### src/rtl/addr_bus_mux_pkg.sv
// addr_bus_mux_pkg: shared address-bus widths and source-select encodings
package addr_bus_mux_pkg;
  localparam int PC_W = 8;
  localparam int ADDR_W = 16;
  localparam logic SEL_PC = 1'b0;
  localparam logic SEL_DATA = 1'b1;
endpackage

### src/rtl/addr_bus_if.sv
// addr_bus_if: source inputs and registered address outputs of the bus mux
interface addr_bus_if import addr_bus_mux_pkg::*; #(
  parameter int PC_W = addr_bus_mux_pkg::PC_W,
  parameter int ADDR_W = addr_bus_mux_pkg::ADDR_W
);
  logic select;
  logic [PC_W-1:0] pc_address;
  logic [ADDR_W-1:0] addr_bus_data_access;
  logic [ADDR_W-1:0] address_bus;
  logic bus_src;
  logic addr_valid;
  modport master (
    output select, pc_address, addr_bus_data_access,
    input address_bus, bus_src, addr_valid
  );
  modport slave (
    input select, pc_address, addr_bus_data_access,
    output address_bus, bus_src, addr_valid
  );
endinterface

### src/rtl/addr_bus_reg.sv
// addr_bus_reg: width-parameterised register with asynchronous active-low clear
module addr_bus_reg #(
  parameter int W = 1
) (
  input  logic         clk,
  input  logic         reset_n,
  input  logic [W-1:0] d,
  output logic [W-1:0] q
);
  always_ff @(posedge clk or negedge reset_n)
    if (!reset_n) q <= '0;
    else q <= d;
endmodule

### src/rtl/addr_bus_mux.sv
// addr_bus_mux: registered selection of PC or data-access address onto the memory bus
module addr_bus_mux import addr_bus_mux_pkg::*; #(
  parameter int PC_W = addr_bus_mux_pkg::PC_W,
  parameter int ADDR_W = addr_bus_mux_pkg::ADDR_W
) (
  input logic       clk,
  input logic       reset_n,
  addr_bus_if.slave bus
);
  logic [ADDR_W-1:0] nxt;
  logic [ADDR_W+1:0] q;
  // An unknown select yields an unknown nxt and bus_src rather than picking a side
  assign nxt = (bus.select == SEL_DATA) ? bus.addr_bus_data_access : ADDR_W'(bus.pc_address);
  addr_bus_reg #(.W(ADDR_W + 2)) u_reg (
    .clk     (clk),
    .reset_n (reset_n),
    .d       ({nxt, bus.select, 1'b1}),
    .q       (q)
  );
  assign {bus.address_bus, bus.bus_src, bus.addr_valid} = q;
endmodule

### src/flat_wrapper.sv
// flat-port wrapper written by rule: the top's interface ports become plain ports
module addr_bus_mux_flat import addr_bus_mux_pkg::*;
#(
  parameter int PC_W = addr_bus_mux_pkg::PC_W,
  parameter int ADDR_W = addr_bus_mux_pkg::ADDR_W
)
  (clk, reset_n, bus_select, bus_pc_address, bus_addr_bus_data_access, bus_address_bus, bus_bus_src, bus_addr_valid);
  addr_bus_if #(.PC_W(PC_W), .ADDR_W(ADDR_W)) bus_i ();
  input logic clk;
  input logic reset_n;
  input wire logic [$bits(bus_i.select)-1:0] bus_select;
  input wire logic [$bits(bus_i.pc_address)-1:0] bus_pc_address;
  input wire logic [$bits(bus_i.addr_bus_data_access)-1:0] bus_addr_bus_data_access;
  output wire logic [$bits(bus_i.address_bus)-1:0] bus_address_bus;
  output wire logic [$bits(bus_i.bus_src)-1:0] bus_bus_src;
  output wire logic [$bits(bus_i.addr_valid)-1:0] bus_addr_valid;
  assign bus_i.select = bus_select;
  assign bus_i.pc_address = bus_pc_address;
  assign bus_i.addr_bus_data_access = bus_addr_bus_data_access;
  assign bus_address_bus = bus_i.address_bus;
  assign bus_bus_src = bus_i.bus_src;
  assign bus_addr_valid = bus_i.addr_valid;
  addr_bus_mux #(.PC_W(PC_W), .ADDR_W(ADDR_W)) u_core (.clk(clk), .reset_n(reset_n), .bus(bus_i));
endmodule
### config.mk
export PLATFORM = sky130hd
export DESIGN_NAME = addr_bus_mux_flat
export DESIGN_NICKNAME = d
export VERILOG_FILES = /design/src/rtl/addr_bus_mux_pkg.sv /design/src/rtl/addr_bus_if.sv /design/src/rtl/addr_bus_reg.sv /design/src/rtl/addr_bus_mux.sv /design/src/flat_wrapper.sv
export SDC_FILE = /design/constraint.sdc
export NUM_CORES = 1
export LEC_CHECK = 0
export CAP_MARGIN = 20
export CORE_ASPECT_RATIO = 1.25
export CORE_MARGIN = 2
export CORE_UTILIZATION = 35
export CTS_CLUSTER_DIAMETER = 30
export DETAILED_ROUTE_END_ITERATION = 16
export DONT_BUFFER_PORTS = 1
export GPL_TIMING_DRIVEN = 0
export HOLD_SLACK_MARGIN = 0.02
export PLACE_DENSITY = 0.63
export SYNTH_ARGS = -nofsm -noshare
export SYNTH_HDL_FRONTEND = slang
export SYNTH_SLANG_ARGS = --single-unit
### constraint.sdc
create_clock -name clk -period 0.8 [get_ports clk]
set_input_delay 0.12 -clock clk [delete_from_list [all_inputs] [get_ports clk]]
set_output_delay 0.12 -clock clk [all_outputs]
set_load 0.1 [all_outputs]
==> impl.org, run 1 <==
** Run status
- The run finished, with violations left.
- Violated checks :: negative hold slack, negative setup slack

** Timing
- After layout, the minimum clock period comes to 1.04 ns.
- Setup repair after global routing could not meet its margin everywhere.
- Based on the critical path, the design can be clocked at up to 960 MHz.
- The count of final max-slew check failures is 0.
- PnR worst setup slack :: -0.242 ns
- On the final layout, the worst hold slack is -0.0355 ns.
- Normalized max-slew margin :: roughly 48%
- Actual transition at the worst max-transition pin :: about 0.77 ns
- Setup violations remaining at the end of the flow were counted as 18.
- Dividing the final minimum period by the clock period gives 130%.
- The final-report hold violation count came to 18.

** Final layout
- Register containing the most flip-flops in the final layout :: u_core.u_reg.q
- Across the whole layout, storage elements account for between 500 and 600 um2.
- Leaving out filler cells and counting taps, the final layout contains between 80 and 90.
- Flip-flop count of the largest register, all copies and words added :: 18
- Area taken by multi-input logic gates :: ~150 um2
- The largest registers in the layout are u_core.u_reg.q x18.
- Cells fill about three fifths of the core in the end.
- The layout has ~130 filler cells.
- The post-route netlist has 46.3% of its cells at a drive strength greater than 1.
- Area growth from synthesis to final layout :: 62.5%
- The number of antenna diodes in the final layout is 0.
- Final net count :: 95

** Critical path
- Following the worst setup path forward leads to its endpoint at bus_address_bus[14].
- CP endpoint kind :: primary output
- By startpoint and endpoint, the worst setup path is classified as flop to primary output.
- In this run the worst setup path begins at u_core.u_reg.q[16].
- For the worst setup path, the data required time is about 0.68 ns.
- Crit path arrival time :: about 0.92 ns
- Worst path depth :: 0
- CP max FO :: 1
- STA classifies the critical path startpoint as a flop.

** Global routing
- The first global-routing pass estimated 2280 um of wire.
- Maximum number of pins on one net before global-route repair :: 19
- Number of antenna violations at the first check in global routing :: 0
- Remaining global-route overflow :: 0
- In the global route stage, overall resource usage came out at between 10% and 20%.
- The number of global-route vias before repair was approximately 470.

** Placed design
- Counting tap cells, the placed design contains a total of 56 instances.
- Worst slack at placement :: around 0.010 ns
- Count of port buffers added during placement :: 0
- The wire-length estimate of the detail-placed layout is between 900 and 1000 um.
- At the end of routability-driven placement, the weighted congestion stood at between 0.7 and 0.8.

** Logic synthesis
- In this run, synthesis inferred 0 flip-flops with an integrated enable.
- Area share of the largest cell type after synthesis :: a little over 70%
- The average instance in the mapped netlist occupies ~17 um2.
- Synthesis produced a netlist with a net count of 64.
- By area the synthesized netlist is led by sky130_fd_sc_hd__dfrtp_1 (72%), sky130_fd_sc_hd__mux2_2 (9.0%), sky130_fd_sc_hd__and2_1 (8.0%).
- Yosys mapped the design onto 7 distinct sky130hd cell types.
- The most used flip-flop cell after synthesis is sky130_fd_sc_hd__dfrtp_1.
- The mapped netlist covers approximately 620 um2.
- Number of warnings reported in the yosys synthesis log :: 0
- In the synthesized netlist, the cells that appear most often are sky130_fd_sc_hd__dfrtp_1 (18), sky130_fd_sc_hd__and2_1 (8), sky130_fd_sc_hd__mux2_2 (5).
- Synth area leader :: sky130_fd_sc_hd__dfrtp_1
- Seq cells post-synth :: 18
- Counting flops with an async set or reset pin after synthesis yields a share of between 90% and 100%.
- Sequential cells were found to cover between 70% and 80% of the synthesized design area.
- Post-Synthesis Cells :: 37
- Most frequently used cell type in the post-synthesis netlist :: sky130_fd_sc_hd__dfrtp_1

** Detailed routing
- The detail route stage leaves a number of antenna-violating nets equal to 0.
- Using the TritonRoute via totals, the vias-per-cell ratio works out to between 4 and 5.
- Summing over every cut layer, the via total after detailed routing is just under 400.
- For this block, the initial DRC count from the detailed router was 1.
- Wire length per cell after detailed routing :: approximately 16 um
- The first TritonRoute pass finished after 2 iterations.
- The final layout contains routed wiring with a total length of about 1400 um.
- Remaining DRCs :: 0

** Pwr
- Across the VDD grid, the largest voltage drop is 1.02 mV.
- Summed over all cells, the static leakage comes to 0.414 nW.
- Dividing total power by cell area gives a power density of roughly 2200 mW/mm2.

** Floorplanning
- Total Die Area :: ~0.0021 mm2
- Area inside the core boundary :: ~0.0017 mm2
- The floorplan step set the die width to 41.8 um.
- Starting utilization of the core area :: between 30 and 40%
- # rows :: 17
- During I/O placement, the number of pins put on the boundary was 45.
- Die Ht :: between 50 and 60 um

** CTS
- After clock tree synthesis, the clock-pin slew on the worst setup and hold paths is about 0.1 ns.
- The clock drives 18 sinks.
- Root Driver :: sky130_fd_sc_hd__clkbuf_4
- In this run, post-CTS hold repair placed 26 buffers.
- Cts bufs inserted :: 3
- Htree depth :: 1
- TritonCTS built the clock tree.
- Deepest clock path buffer count :: 2

** Min path
- In this run the worst hold path is classified as primary input to asynchronous set/reset pin.

** Flow run
- Max-cap violations in this run came to 0.
## per-stage QoR
stage	instance area [um2]	power [mW]	hold WS [ns]	setup TNS (ns)
after CTS	1010	2.22	0.113	-7.33
after detailed placement	671	1.53	-0.175	0
after floorplan	647	1.50	-0.176	0
final	1010	2.20	-0.0355	-4.27
after global routing	1010	2.30	0.0103	-4.91
after global placement	671	1.52	-0.175	0
## area by class of cell
cell class,count,share of cell area (%)
buffer,2,2.22
clock buffer,4,3.58
multi-input combinational,17,14.9
sequential,18,51.0
tap,19,2.34
timing repair buffer,26,25.9
## power breakdown
part / switching, mW / total, mW / internal (mW)
Clock: 0.269 / 0.546 / 0.277
Sequential: 0.454 / 1.45 / 1.00
Combinational: 0.0596 / 0.196 / 0.136
## cell families (layout without fill, tap and decap cells)
logic type	count (synthesis)	in the layout	share of synthesized area, %
flops	18	18	72.1
other cells	1	1	0.601
simple gates	8	8	8.02
buf+inv	2	32	3.61
mux	8	8	15.6
## worst min path at each step
stage / cells after the start / startpoint / slack (ns) / endpoint
floorplan: 0 / reset_n / -0.18 / u_core.u_reg.q[0]
global placement: 0 / reset_n / -0.18 / u_core.u_reg.q[7]
detailed placement: 0 / reset_n / -0.18 / u_core.u_reg.q[2]
CTS: 2 / bus_select / 0.11 / u_core.u_reg.q[7]
global route: 1 / reset_n / 0.01 / u_core.u_reg.q[0]
finish: 1 / reset_n / -0.04 / u_core.u_reg.q[5]
## metal layers
| metal | track usage, % | vias to the layer above | share of wire, % |
|---|---|---|---|
| met5 | 0 | - | 0 |
| met4 | 8.06 | 0 | 1.1 |
| met3 | 2.83 | 2 | 10 |
| met2 | 30.5 | 36 | 60 |
| met1 | 13.6 | 183 | 28 |
| li1 | - | 175 | - |
## placed cells by master, fill, tap and decap left out, drive strengths merged
master / instances
mux2: 8
dlymetal6s4s: 1
dfrtp: 18
and2: 8
buf: 2
conb: 1
clkbuf: 4
dlygate4sd3: 25
## what timing repair did
action,4_1_cts,5_1_grt
endpoints found under the setup margin,18,36
setup buffers,0,0
endpoints found under the hold margin,35,18
gates resized for setup,18,1
(Power assumes the default switching activity.)
==> inputs of run 2 (changes only) <==
--- a/config.mk
+++ b/config.mk
@@ -9,7 +9,6 @@
 export CORE_ASPECT_RATIO = 1.25
 export CORE_MARGIN = 2
 export CORE_UTILIZATION = 35
-export CTS_CLUSTER_DIAMETER = 30
 export DETAILED_ROUTE_END_ITERATION = 16
 export DONT_BUFFER_PORTS = 1
 export GPL_TIMING_DRIVEN = 0
==> results of run 2 <==
Final layout, timing and power as in run 1 (identical DEF).
